==> config.mk <==
export PLATFORM = sky130hd
export DESIGN_NAME = bmac_acc
export DESIGN_NICKNAME = d
export VERILOG_FILES = /design/src/rtl/bmac_acc.sv
export SDC_FILE = /design/constraint.sdc
export NUM_CORES = 1
export LEC_CHECK = 0
export BUFFER_PORTS_ARGS = -buffer_cell sky130_fd_sc_hd__buf_2
export CAP_MARGIN = 20
export CORE_ASPECT_RATIO = 0.5
export CORE_MARGIN = 2
export CORE_UTILIZATION = 56
export DETAILED_ROUTE_END_ITERATION = 12
export MAX_ROUTING_LAYER = met4
export PLACE_DENSITY = 0.9
export SLEW_MARGIN = 30
export SYNTH_ARGS = -nofsm -noshare
export SYNTH_HDL_FRONTEND = slang
export SYNTH_SLANG_ARGS = --single-unit
==> constraint.sdc <==
create_clock -name clk -period 5.3 [get_ports clk]
set_input_delay 0.265 -clock clk [delete_from_list [all_inputs] [get_ports clk]]
set_output_delay 0.265 -clock clk [all_outputs]
set_load 0.02 [all_outputs]
==> src/rtl/bmac_acc.sv <==
// rtl/bmac_acc.sv - streaming XNOR/popcount multiply-accumulate with valid/ready handshakes
module bmac_acc #(
  parameter int IN_WIDTH  = 32,
  parameter int ACC_WIDTH = 16,
  parameter int CNT_WIDTH = 8
) (
  input  logic                 clk,
  input  logic                 rst_n,
  input  logic                 bmac_in_valid,
  output logic                 bmac_in_ready,
  input  logic [IN_WIDTH-1:0]  bmac_in_0,
  input  logic [IN_WIDTH-1:0]  bmac_in_1,
  input  logic                 bmac_in_last,
  input  logic                 bmac_mode,
  output logic                 bmac_out_valid,
  input  logic                 bmac_out_ready,
  output logic [ACC_WIDTH-1:0] bmac_out,
  output logic [CNT_WIDTH-1:0] bmac_out_cnt,
  output logic                 bmac_out_sat
);

  localparam int PW = $clog2(IN_WIDTH + 1);
  localparam int SW = ACC_WIDTH + 1;

  typedef enum logic {IDLE, ACCUM} state_t;

  state_t               state, state_d;
  logic                 stall, accept;
  logic [IN_WIDTH-1:0]  match;
  logic [PW-1:0]        pop_d, pop_q;
  logic                 v1, last_q, mode_q;
  logic                 mode_r, eff_mode;
  logic [ACC_WIDTH-1:0] acc, acc_d;
  logic [CNT_WIDTH-1:0] cnt, cnt_d;
  logic                 sat_flag, sat_d;
  logic                 done2;
  logic [SW-1:0]        pop_ext, c, base, sum;
  logic                 ovf, csat;

  // A held result freezes the whole pipeline; nothing downstream looks at in_ready.
  assign stall         = bmac_out_valid & ~bmac_out_ready;
  assign bmac_in_ready = ~stall;
  assign accept        = bmac_in_valid & ~stall;
  assign match         = ~(bmac_in_0 ^ bmac_in_1);

  // Count agreeing bit positions of the two operand words.
  always_comb begin
    pop_d = '0;
    for (int i = 0; i < IN_WIDTH; i++) pop_d = pop_d + PW'(match[i]);
  end

  // Stage 1: capture the beat's popcount, last flag and the mode it arrived with.
  always_ff @(posedge clk or negedge rst_n) begin
    if (!rst_n) begin
      v1     <= 1'b0;
      pop_q  <= '0;
      last_q <= 1'b0;
      mode_q <= 1'b0;
    end else if (!stall) begin
      v1 <= accept;
      if (accept) begin
        pop_q  <= pop_d;
        last_q <= bmac_in_last;
        mode_q <= bmac_mode;
      end
    end
  end

  // FSM state register; frozen while stalled.
  always_ff @(posedge clk or negedge rst_n) begin
    if (!rst_n)      state <= IDLE;
    else if (!stall) state <= state_d;
  end

  // FSM next state: leave IDLE on a non-final first beat, return on the final beat.
  always_comb begin
    state_d = state;
    case (state)
      IDLE:    if (v1 && !last_q) state_d = ACCUM;
      ACCUM:   if (v1 && last_q)  state_d = IDLE;
      default: state_d = IDLE;
    endcase
  end

  // FSM outputs: contribution, saturating sum, beat count and sticky saturation.
  always_comb begin
    // The first beat of a vector uses its own mode; later beats use the latched one.
    eff_mode = (state == IDLE) ? mode_q : mode_r;
    pop_ext  = SW'(pop_q);
    c        = eff_mode ? ((pop_ext << 1) - SW'(IN_WIDTH)) : pop_ext;
    if (state == IDLE) base = '0;
    else               base = eff_mode ? {acc[ACC_WIDTH-1], acc} : {1'b0, acc};
    sum   = base + c;
    ovf   = 1'b0;
    acc_d = sum[ACC_WIDTH-1:0];
    if (!eff_mode) begin
      if (sum[ACC_WIDTH]) begin
        ovf   = 1'b1;
        acc_d = '1;
      end
    end else if (sum[ACC_WIDTH] != sum[ACC_WIDTH-1]) begin
      ovf   = 1'b1;
      acc_d = sum[ACC_WIDTH] ? {1'b1, {(ACC_WIDTH-1){1'b0}}} : {1'b0, {(ACC_WIDTH-1){1'b1}}};
    end
    csat  = 1'b0;
    cnt_d = CNT_WIDTH'(1);
    if (state == ACCUM) begin
      if (&cnt) begin
        csat  = 1'b1;
        cnt_d = cnt;
      end else begin
        cnt_d = cnt + CNT_WIDTH'(1);
      end
    end
    sat_d = (state == IDLE) ? ovf : (sat_flag | ovf | csat);
  end

  // Stage 2: accumulator update; done2 marks that the final beat has just landed.
  always_ff @(posedge clk or negedge rst_n) begin
    if (!rst_n) begin
      acc      <= '0;
      cnt      <= '0;
      sat_flag <= 1'b0;
      mode_r   <= 1'b0;
      done2    <= 1'b0;
    end else if (!stall) begin
      done2 <= v1 & last_q;
      if (v1) begin
        acc      <= acc_d;
        cnt      <= cnt_d;
        sat_flag <= sat_d;
        if (state == IDLE) mode_r <= mode_q;
      end
    end
  end

  // Output register: publish a completed vector; the accumulator may already hold the next one.
  always_ff @(posedge clk or negedge rst_n) begin
    if (!rst_n) begin
      bmac_out_valid <= 1'b0;
      bmac_out       <= '0;
      bmac_out_cnt   <= '0;
      bmac_out_sat   <= 1'b0;
    end else if (!stall) begin
      if (done2) begin
        bmac_out_valid <= 1'b1;
        bmac_out       <= acc;
        bmac_out_cnt   <= cnt;
        bmac_out_sat   <= sat_flag;
      end else begin
        bmac_out_valid <= 1'b0;
      end
    end
  end

endmodule
==> impl_results.md <==
* Max_cap viols at 0
* Ranking of synthesized cells by area: dfrtp_1 34%, fa_1 11%, mux2_2 7.9%, ha_1 7.1%, xor2_1 6.5%
* Setup violations, final at 0
* Critical Path Source: bmac_in_1[0]
* Flops & latches, synth at 63
* Dpl hpwl at 7519 microns
* Core area at 7971 sq um
* Post-CTS setup buffers at 0
* Largest net degree at the start of global routing at 64
* Worst min path class: in -> async
* Hold Buf Count CTS at 0
* I/O Pins at 97
* RR Endpoint: acc[7]
* First-pass DRT Iterations at 4
* Total nets after synthesis at 574
* H-Tree Depth at 3
* Synthesized area per cell at 10.12 sq um
* Chip Height at 67.97 microns
* Hold slack at 0.09320 ns
* Post-synthesis sequential area ratio at 0.3440
* Cell taking the most area after synthesis: dfrtp_1
* Max Root-Sink Buffers at 2
* Distinct cell type count after synthesis at between 50 and 60
* WP data arrival at ~5.0 ns
* Yosys warning count at 0
* Number of CTS-inserted buffers at 9
* Final hold violation count at 0
* Grt total ovfl at 0
* Area grow syn2layout at 21.49%
* Startpoint types: input port
* Slew Limit Fails at 0
* Num Clock Sinks at 63
* Cell count after synthesis at 453
* Clk_lat worst skew at 0.33 ns
* Crit share post-route at 0.9063
* Vias in the first global route at 3697
* Clock root cell: clkbuf_16
* # port buffers at 96
* Fraction of registers with async set/reset at 1.000
* Initial antenna violation count at 0
* Dpl cells at 663
* DRT Wirelength at 9890 microns
* Drt initial violations at around 180
* CTS tree: done
* Leading cell type by number of instances after synthesis: dfrtp_1
* Number of nets with antenna violations after routing at 0
* Setup crit end kind: flop
* Actual slew at the worst max-slew pin at around 0.77 ns
* Worst R2R Path Depth at 15
* GRT Total Usage at 0.2421
* Ant. Diodes at 0
* Setup TNS at 0 ns
* First-pass GRT wire length at 16650 microns
* Via density at around 5.5
* Share of cells above drive strength 1 at 0.2945
* Clk slew on worst S/H paths at 0.05 ns
* Critical Path RT at 5.49 ns
* Setup CP Type: in -> reg
* Die Span X at 131.9 microns
* Tmin final at around 4.8 ns
* Status: finished clean
* Die area at around 9000 sq um
* Fin cells at 679
* Max-Slew Margin vs Limit at 0.4853
* Row cnt at 23
* CP max FO at 2
* WL/cell at between 10 and 15 microns
* DRC viols at 0
* Commonest cells post-synth: 63 x dfrtp_1, 35 x nand2_1, 34 x xor2_1
* Vias at 3701
* Register-to-Register Setup Slack at 0.65 ns
* Worst Clk Skew at 0.006043 ns
* Starting density of the core at 0.5749
* Synth top area share at 0.3440
* FMAX at 0.2082 GHz
* Post-Synthesis Cell Area at 4583 sq um
* Placer congestion estimate at 0.9239
* Post-synth EDFFs at 0
* RSZ-0062 raised after global routing: no
* Final nets at 683
* Post-CTS resize count at 0
* Synth Flop Type: dfrtp_1
==> placed cells by master (no fill, tap or decap), drive strengths merged, types with 2 or more instances in the layout <==
cell type / n
o21a: 4
nand2: 35
o211ai: 3
clkbuf: 11
or3: 6
fa: 25
mux2i: 2
a211o: 2
a31oi: 3
nor2b: 6
a21o: 7
nand3: 6
buf: 108
xnor2: 14
a21oi: 29
and4: 4
dfrtp: 63
and2: 17
a211oi: 5
nor3: 5
a22o: 2
inv: 32
nor2: 28
nand2b: 4
mux2: 32
o21ai: 27
nand4: 4
xor2: 34
clkinv: 2
o221ai: 2
ha: 26
and3: 3
or4: 2
==> layer usage <==
layer / routed length (microns) / up-vias / global-route usage
met4: 128 / 0 / 0.06793
met3: 562 / 17 / 0.03852
met2: 4875 / 119 / 0.4329
met1: 4323 / 1779 / 0.2942
li1: - / 1786 / -
met5: 0 / - / -
==> kinds of logic after synthesis <==
group,Yosys count,synth area share
AO/OA/AOI/OAI,92,0.1275
XOR/XNOR,48,0.09173
AND/OR/NAND/NOR,124,0.1381
flip-flops,63,0.3440
buffers and inverters,41,0.03467
adder cells (fa/ha/maj),51,0.1802
multiplexers,34,0.08381
==> worst max-delay path by stage <==
stage	slack [ns]	cells after the start	to
after global routing	0.27	16	pop_q[4]
after floorplan	0.44	15	pop_q[4]
after detailed placement	0.12	16	pop_q[4]
after CTS	0.46	16	pop_q[4]
final	0.50	16	pop_q[4]
after global placement	0.22	16	pop_q[4]
==> sequential cells by signal, summed over array words and instances (netlist names), named ones only <==
name and flops:
bmac_out_sat 1, done2 1, pop_q 6, last_q 1, acc 16, bmac_out 16
mode_q 1, mode_r 1, bmac_out_cnt 8, v1 1, sat_flag 1, bmac_out_valid 1
cnt 8
==> final cells by class <==
class                           count  area [sq um]
Fill cell                         588          2404
Inverter                           31         116.4
Clock inverter                      5         56.30
Sequential cell                    63          1577
Timing Repair Buffer              108         583.1
Tap cell                          112         140.1
Multi-Input combinational cell    349          2853
Clock buffer                       11         242.7
==> per-stage QoR <==
stage          area (sq um)  setup WS [ns]    util
5_1_grt                5568         0.2703  0.6985
2_1_floorplan          4583         0.4352       -
4_1_cts                5565         0.4588  0.6982
3_3_place_gp           5264         0.2185  0.6603
6_report               5568         0.4964  0.6985
3_5_place_dp           5266         0.1179  0.6607
==> critical path, stage by stage <==
cell	delay [ns]
buf_2	0.10
xnor2_1	0.14
fa_1	0.53
inv_1	0.05
fa_1	0.50
fa_1	0.54
fa_1	0.52
fa_1	0.52
fa_1	0.55
inv_1	0.04
ha_1	0.21
fa_1	0.43
a21o_1	0.20
a21oi_1	0.17
xor2_1	0.14
o21ai_0	0.09
Power is left out: the tool's default activity adds up to more than one toggle a clock period on the data nets, which glitch-free logic cannot reach.
